[src/rtl/gc_arb.sv]
// rtl/gc_arb.sv - two-slot gc-update arbiter sharing one TLP writer, strict 0,1,0,1 order.
// Optional build macro GC_ARB_COALESCE_EN merges simultaneous slot requests into one update.
module gc_arb #(
   parameter int CNT_W = 32
) (
   input  logic             clk,
   input  logic             rst,
   input  logic             gc0_updt,
   input  logic [63:0]      gc0_addr,
   output logic             gc0_updt_ack,
   input  logic             gc1_updt,
   input  logic [63:0]      gc1_addr,
   output logic             gc1_updt_ack,
   output logic             gc_updt,
   output logic [63:0]      gc_addr,
   input  logic             gc_updt_ack,
   output logic [CNT_W-1:0] gc_updt_cnt
);

   typedef enum logic [1:0] {IDLE, ISSUE, HOLD} state_t;

   state_t      state, state_n;
   logic        exp_slot;
   logic        coal_q;
   logic        exp_req;
   logic        coal_req;
   logic        load;
   logic        coal_load;
   logic        done;
   logic [63:0] load_addr;

   assign exp_req = exp_slot ? gc1_updt : gc0_updt;

`ifdef GC_ARB_COALESCE_EN
   assign coal_req = gc0_updt & gc1_updt;
`else
   assign coal_req = 1'b0;
`endif

   always_ff @(posedge clk) begin
      if (rst) state <= IDLE;
      else     state <= state_n;
   end

   always_comb begin
      state_n   = state;
      load      = 1'b0;
      coal_load = 1'b0;
      load_addr = 64'd0;
      done      = 1'b0;
      case (state)
         IDLE: begin
            // Coalescing publishes the newer address, i.e. the non-expected slot's.
            if (coal_req) begin
               load      = 1'b1;
               coal_load = 1'b1;
               load_addr = exp_slot ? gc0_addr : gc1_addr;
               state_n   = ISSUE;
            end else if (exp_req) begin
               load      = 1'b1;
               load_addr = exp_slot ? gc1_addr : gc0_addr;
               state_n   = ISSUE;
            end
         end
         ISSUE: begin
            if (gc_updt_ack) begin
               done    = 1'b1;
               state_n = HOLD;
            end
         end
         HOLD:    state_n = IDLE;
         default: state_n = IDLE;
      endcase
   end

   always_ff @(posedge clk) begin
      if (rst) begin
         gc_updt      <= 1'b0;
         gc_addr      <= 64'd0;
         gc0_updt_ack <= 1'b0;
         gc1_updt_ack <= 1'b0;
         gc_updt_cnt  <= '0;
         exp_slot     <= 1'b0;
         coal_q       <= 1'b0;
      end else begin
         gc0_updt_ack <= 1'b0;
         gc1_updt_ack <= 1'b0;
         if (load) begin
            gc_updt <= 1'b1;
            gc_addr <= load_addr;
            coal_q  <= coal_load;
         end
         if (done) begin
            gc_updt     <= 1'b0;
            gc_updt_cnt <= gc_updt_cnt + {{(CNT_W-1){1'b0}}, 1'b1};
            // A coalesced update serves both slots, so exp_slot toggles twice (net unchanged).
            if (coal_q) begin
               gc0_updt_ack <= 1'b1;
               gc1_updt_ack <= 1'b1;
            end else begin
               gc0_updt_ack <= ~exp_slot;
               gc1_updt_ack <= exp_slot;
               exp_slot     <= ~exp_slot;
            end
         end
      end
   end

endmodule

[config.mk]
export PLATFORM = sky130hd
export DESIGN_NAME = gc_arb
export DESIGN_NICKNAME = d
export VERILOG_FILES = /design/src/rtl/gc_arb.sv
export SDC_FILE = /design/constraint.sdc
export NUM_CORES = 1
export LEC_CHECK = 0
export ABC_CLOCK_PERIOD_IN_PS = 5400
export BUFFER_PORTS_ARGS = -buffer_cell sky130_fd_sc_hd__buf_2
export CAP_MARGIN = 10
export CELL_PAD_IN_SITES_DETAIL_PLACEMENT = 0
export CELL_PAD_IN_SITES_GLOBAL_PLACEMENT = 1
export CORE_UTILIZATION = 36
export CTS_BUF_LIST = sky130_fd_sc_hd__clkbuf_8
export DETAILED_ROUTE_END_ITERATION = 6
export PLACE_DENSITY_LB_ADDON = 0.1
export SYNTH_ARGS = -nofsm -noshare
export SYNTH_HDL_FRONTEND = slang
export SYNTH_SLANG_ARGS = --single-unit
[constraint.sdc]
create_clock -name clk -period 5.4 [get_ports clk]
set_input_delay 1.08 -clock clk [delete_from_list [all_inputs] [get_ports clk]]
set_output_delay 1.08 -clock clk [all_outputs]
set_load 0.02 [all_outputs]
==> metrics.txt, run 1 <==
yosys warns 0; floorplan core area 12600 um^2; Final Hold Fails 0; share of cells above drive strength 1 37.9%; htree depth 3; asr flop ratio synth 0%; Post-CTS Hold Fix Bufs 0; Comb pwr share 21.1%; routed len/inst 14.0 um; Detail Route Antenna Nets 0; CTS Sinks 102; Starting Density 36.8%; Clock Path Buffers 2; post-synthesis sequential area ratio 44.1%; post-layout min period 2.46 ns; RSZ-0062 raised after global routing no; Buf/Inv on CP 1; CTS tree built; total number of vias 4282; power per cell area 287 nW/um^2; area delta synth->final 31.5%; Std-Cell Rows 41; crit-path cells buf_2 -> nand4b_2 -> nor3_1 -> or4b_2 -> a21oi_1; Overflow after GRT 0; R2R setup slack 3.02 ns; Mapped Cells 498; die area 13300 um^2; die height 115 um; clk slew on worst S/H paths 0.09 ns; Post-Syn Area per Cell 9.30 um^2; largest net degree at the start of global routing 131; sequential share of power 48.7%; max-slew violations 0; Worst Hold Launch gc_updt; Initial DRC Count 205; Initial DRT Pass Iterations 4; crit path launch type primary input; critical path peak fanout 16; WHS Path Cells 2; clock power share 30.2%; ANT cells 0; Post-synth top flop dfxtp_1; leak pwr 0.00262 uW; clk_lat worst skew 0.37 ns; slew margin rel. 19.6%; Psw 515 uW; synthesized area 4630 um^2; placed inst area 5870 um^2; internal cell power 1230 uW; post-CTS setup buffer count 0; most common cell after layout, fill and taps aside buf_2; Max Fclk 406 MHz; Via-to-Cell Ratio 4.85; number of synthesized register bits 102; clk_skew 0.00886 ns; worst min-delay path class flop to flop; post-route design area 6090 um^2; final core occ 48.4%; max_cap viols 0; Setup crit end kind flop; DRC violations left 0; Slew @ Worst Pin 1.21 ns; # fillers 1248; Net Count, Synth 632; Post-synth EDFFs 0; GPL Wtd Cong 0.820; most frequent cells in the layout buf_2 (230), dfxtp_1 (101), nor2_1 (90); Slowest-stage cell, CP or4b_2; TritonCTS Buffers 9; final WL 12.4 mm; global-route wire length before repair 19.6 mm; Total GRT Usage 19.1%; Reg-to-Reg Start exp_slot; reg2reg end gc_addr[53]; cells on worst reg2reg path 5; antenna violations before repair 0; Yosys cell types 42; io pins 232; fin nets 839; sw frac 29.5%; CTS Root Cell clkbuf_8; Die X-Extent 115 um; total negative slack 0 ns; Crit path max-delay family simple AND/OR/NAND/NOR gates; Critical Path AT 2.76 ns; CP required 5.70 ns; outcome completed; IR drop worst, VDD 0.000108 V; crit-path max cell delay 0.62 ns; DP HPWL 9.24 mm; CTS resizes 0; port bufs 231; setup violators final 0; CP Class primary input to flop; worst hold endpoint gc_updt; fin crit share 45.6%; vias in the first global route 3952
## metal layers
metal,track usage [%],wire length (um)
met1,22.9,5260
met2,32.0,6100
met3,4.96,786
met4,8.31,236
met5,0,0
## cell type report
type | instances | area [um^2] | area share (%)
Tap cell | 172 | 215 | 3.54
Clock inverter | 6 | 77.6 | 1.27
Clock buffer | 10 | 138 | 2.26
Timing Repair Buffer | 234 | 1180 | 19.4
Inverter | 4 | 15.0 | 0.247
Multi-Input combinational cell | 354 | 2410 | 39.7
Sequential cell | 102 | 2050 | 33.6
## registers in the layout (all words and copies together), names as in the netlist
signal / flops
gc_addr: 64
gc_updt: 1
gc1_updt_ack: 1
gc_updt_cnt: 32
state: 2
exp_slot: 1
gc0_updt_ack: 1
## power by group through the flow
stage	clock [uW]	combinational [uW]	sequential [uW]
final	527	368	850
after CTS	546	375	852
after global placement	0	373	866
after floorplan	0	168	931
after global routing	579	406	861
after detailed placement	0	375	868
## metrics by stage
stage / total power, uW / hold WS [ns] / setup slack (ns) / std cells
2_1_floorplan: 1100 / 0.549 / 3.06 / 498
3_3_place_gp: 1240 / 0.485 / 2.62 / 866
3_5_place_dp: 1240 / 0.486 / 2.57 / 866
4_1_cts: 1770 / 0.501 / 2.97 / 882
5_1_grt: 1850 / 0.522 / 2.72 / 882
6_report: 1750 / 0.498 / 2.94 / 882
## worst max-delay path by stage
stage          cells after the start         endpoint         from
4_1_cts                            5      gc_addr[53]     exp_slot
5_1_grt                            5      gc_addr[43]     exp_slot
6_report                           5  gc_updt_cnt[22]  gc_updt_ack
3_5_place_dp                       5  gc_updt_cnt[22]  gc_updt_ack
3_3_place_gp                       5  gc_updt_cnt[16]  gc_updt_ack
2_1_floorplan                      6  gc_updt_cnt[19]  gc_updt_ack
## cell families after synthesis
logic type / count (synthesis) / synth area share, %
compound gates: 89 / 13.5
xor+xnor: 10 / 1.89
fa+ha+maj: 1 / 0.270
buf+inv: 42 / 3.86
flops: 102 / 44.1
mux: 75 / 16.5
simple gates: 179 / 19.9
## tightest hold or removal path, stage by stage, from the launching register on
cell	delay (ns)
dfxtp_1	0.32
nor2_1	0.10
nor3_1	0.05
## synth_stat cells, drive strengths merged, types with 4 or more instances
cell,count,area share [%]
nand4,6,1.1
o21ai,6,0.65
a211oi,64,10
buf,14,1.6
xnor2,8,1.5
or4b,4,0.86
or4,4,0.81
mux2,10,2.4
nor2b,9,1.2
mux2i,65,14
dfxtp,102,44
nand2,16,1.3
nor4,7,1.5
clkbuf,24,1.9
nand3,11,1.3
nor3,12,1.3
inv,4,0.32
nor2,90,7.3
or3,7,0.95
a21oi,13,1.4
No activity file was read; power rests on OpenSTA's default activity.
==> run 2: changes to the inputs <==
--- a/config.mk
+++ b/config.mk
@@ -5,12 +5,12 @@
 export SDC_FILE = /design/constraint.sdc
 export NUM_CORES = 1
 export LEC_CHECK = 0
-export ABC_CLOCK_PERIOD_IN_PS = 5400
+export ABC_CLOCK_PERIOD_IN_PS = 2400
 export BUFFER_PORTS_ARGS = -buffer_cell sky130_fd_sc_hd__buf_2
 export CAP_MARGIN = 10
 export CELL_PAD_IN_SITES_DETAIL_PLACEMENT = 0
 export CELL_PAD_IN_SITES_GLOBAL_PLACEMENT = 1
-export CORE_UTILIZATION = 36
+export CORE_UTILIZATION = 34
 export CTS_BUF_LIST = sky130_fd_sc_hd__clkbuf_8
 export DETAILED_ROUTE_END_ITERATION = 6
 export PLACE_DENSITY_LB_ADDON = 0.1
==> constraint.sdc (replaced) <==
create_clock -name clk -period 2.4 [get_ports clk]
set_input_delay 0.48 -clock clk [delete_from_list [all_inputs] [get_ports clk]]
set_output_delay 0.48 -clock clk [all_outputs]
set_load 0.02 [all_outputs]
==> run 2 against run 1 <==
Against the previous run: flip-flop and latch count unchanged; via count is 0.28% higher; highest routed layer unchanged; die area is 5.8% higher; sequential power up 120%; register-to-register slack lost 2.6 ns; clock skew increased by 0.0035 ns; first-iteration DRC count grew 22%; global-route usage is 0.67 points lower; worst setup slack got worse by 2.5 ns; critical path type is now flop to flop; design area is 1.3% higher.
==> metrics.txt, run 2 (synthesis results as in run 1) <==
IR drop worst, VDD 0.000255 V; port bufs 231; Die X-Extent 119 um; DRC violations left 0; antenna violations before repair 0; global-route wire length before repair 20.4 mm; Overflow after GRT 0; total negative slack 0 ns; share of cells above drive strength 1 38.5%; die area 14100 um^2; # fillers 1337; Detail Route Antenna Nets 0; Post-CTS Hold Fix Bufs 0; CP Class flop to flop; clk slew on worst S/H paths 0.10 ns; sw frac 29.8%; Reg-to-Reg Start gc_updt_cnt[2]; Largest register FFs 64; Setup crit end kind flop; Std-Cell Rows 42; Crit path max-delay family simple AND/OR/NAND/NOR gates; Buf/Inv on CP 0; clock power share 30.0%; Worst Hold Launch gc_updt_ack; htree depth 3; Slew @ Worst Pin 0.560 ns; Psw 1170 uW; largest net degree at the start of global routing 130; power per cell area 639 nW/um^2; Comb pwr share 21.8%; final WL 12.6 mm; TritonCTS Buffers 9; Starting Density 35.0%; outcome completed; Final Hold Fails 0; DP HPWL 9.39 mm; RSZ-0062 raised after global routing no; post-CTS setup buffer count 0; CP required 2.67 ns; leak pwr 0.00264 uW; Slowest-stage cell, CP or4_4; clk_skew 0.0124 ns; most common cell after layout, fill and taps aside buf_2; crit-path cells nand3_2 -> or4_4 -> nor4_2 -> mux2_1; clk_lat worst skew 0.38 ns; worst min-delay path class primary input to flop; fin crit share 81.7%; biggest regs gc_addr (64), gc_updt_cnt (32), state (2); vias in the first global route 4129; ANT cells 0; Via-to-Cell Ratio 4.82; routed len/inst 14.2 um; critical path peak fanout 9; slew margin rel. 62.7%; area delta synth->final 33.1%; post-layout min period 1.96 ns; Total GRT Usage 18.4%; sequential share of power 48.2%; die height 119 um; Initial DRT Pass Iterations 4; Total Power 3930 uW; Critical Path AT 2.23 ns; setup violators final 0; total number of vias 4294; crit path launch type flop; floorplan core area 13200 um^2; Critical Path Start gc_updt_cnt[2]; CTS resizes 0; GPL Wtd Cong 0.750; max_cap viols 0; CTS Sinks 102; CTS Root Cell clkbuf_8; fin nets 843; Max Fclk 510 MHz; internal cell power 2760 uW; Clock Path Buffers 2; Initial DRC Count 250; most frequent cells in the layout buf_2 (230), dfxtp_1 (101), nor2_1 (90); CTS tree built; crit-path max cell delay 0.63 ns; max-slew violations 0; most flop-heavy register gc_addr; io pins 232
run 2: path summary, 6_finish.rpt:
| check | end | cells past startpoint | slack, ns |
|---|---|---|---|
| max | gc_updt_cnt[26] | 4 | 0.44 |
| min | state[0] | 4 | 0.43 |
| max reg2reg | gc_updt_cnt[26] | 4 | 0.44 |
| min reg2reg | gc_addr[42] | 2 | 0.50 |
run 2: metal layers:
metal  GRT usage, %  wire length [um]
met1           21.4              5420
met2           31.5              6110
met3           4.49               763
met4           8.70               311
met5              0                 0
run 2: power by group through the flow:
stage	clock network, uW	logic [uW]	registers [uW]
floorplan	0	379	2100
global placement	0	868	1930
detailed placement	0	875	1940
CTS	1220	875	1900
global route	1290	945	1920
finish	1180	859	1900
run 2: per-stage QoR:
stage / instance area (um^2) / util, % / hold slack (ns) / worst slack, ns / cells
finish: 6160 / 46.5 / 0.428 / 0.438 / 890
global route: 6160 / 46.5 / 0.431 / 0.278 / 890
CTS: 6160 / 46.5 / 0.414 / 0.445 / 890
detailed placement: 5940 / 44.9 / 0.489 / 0.454 / 874
global placement: 5940 / 44.9 / 0.479 / 0.482 / 874
floorplan: 4630 / - / 0.549 / 0.416 / 498
run 2: final cells by class:
type	instances	area, um^2	share of cell area (%)
timing repair buffer	238	1250	20.3
clock buffer	13	179	2.90
tap	176	220	3.57
inverter	4	15.0	0.244
multi-input combinational	354	2410	39.2
sequential	102	2050	33.2
clock inverter	3	40.0	0.650
run 2: worst register-to-register path: cells and delay by family (launching register included):
family        cells  cell delay [ns]
simple gates      3             1.05
mux               1             0.34
flops             1             0.45
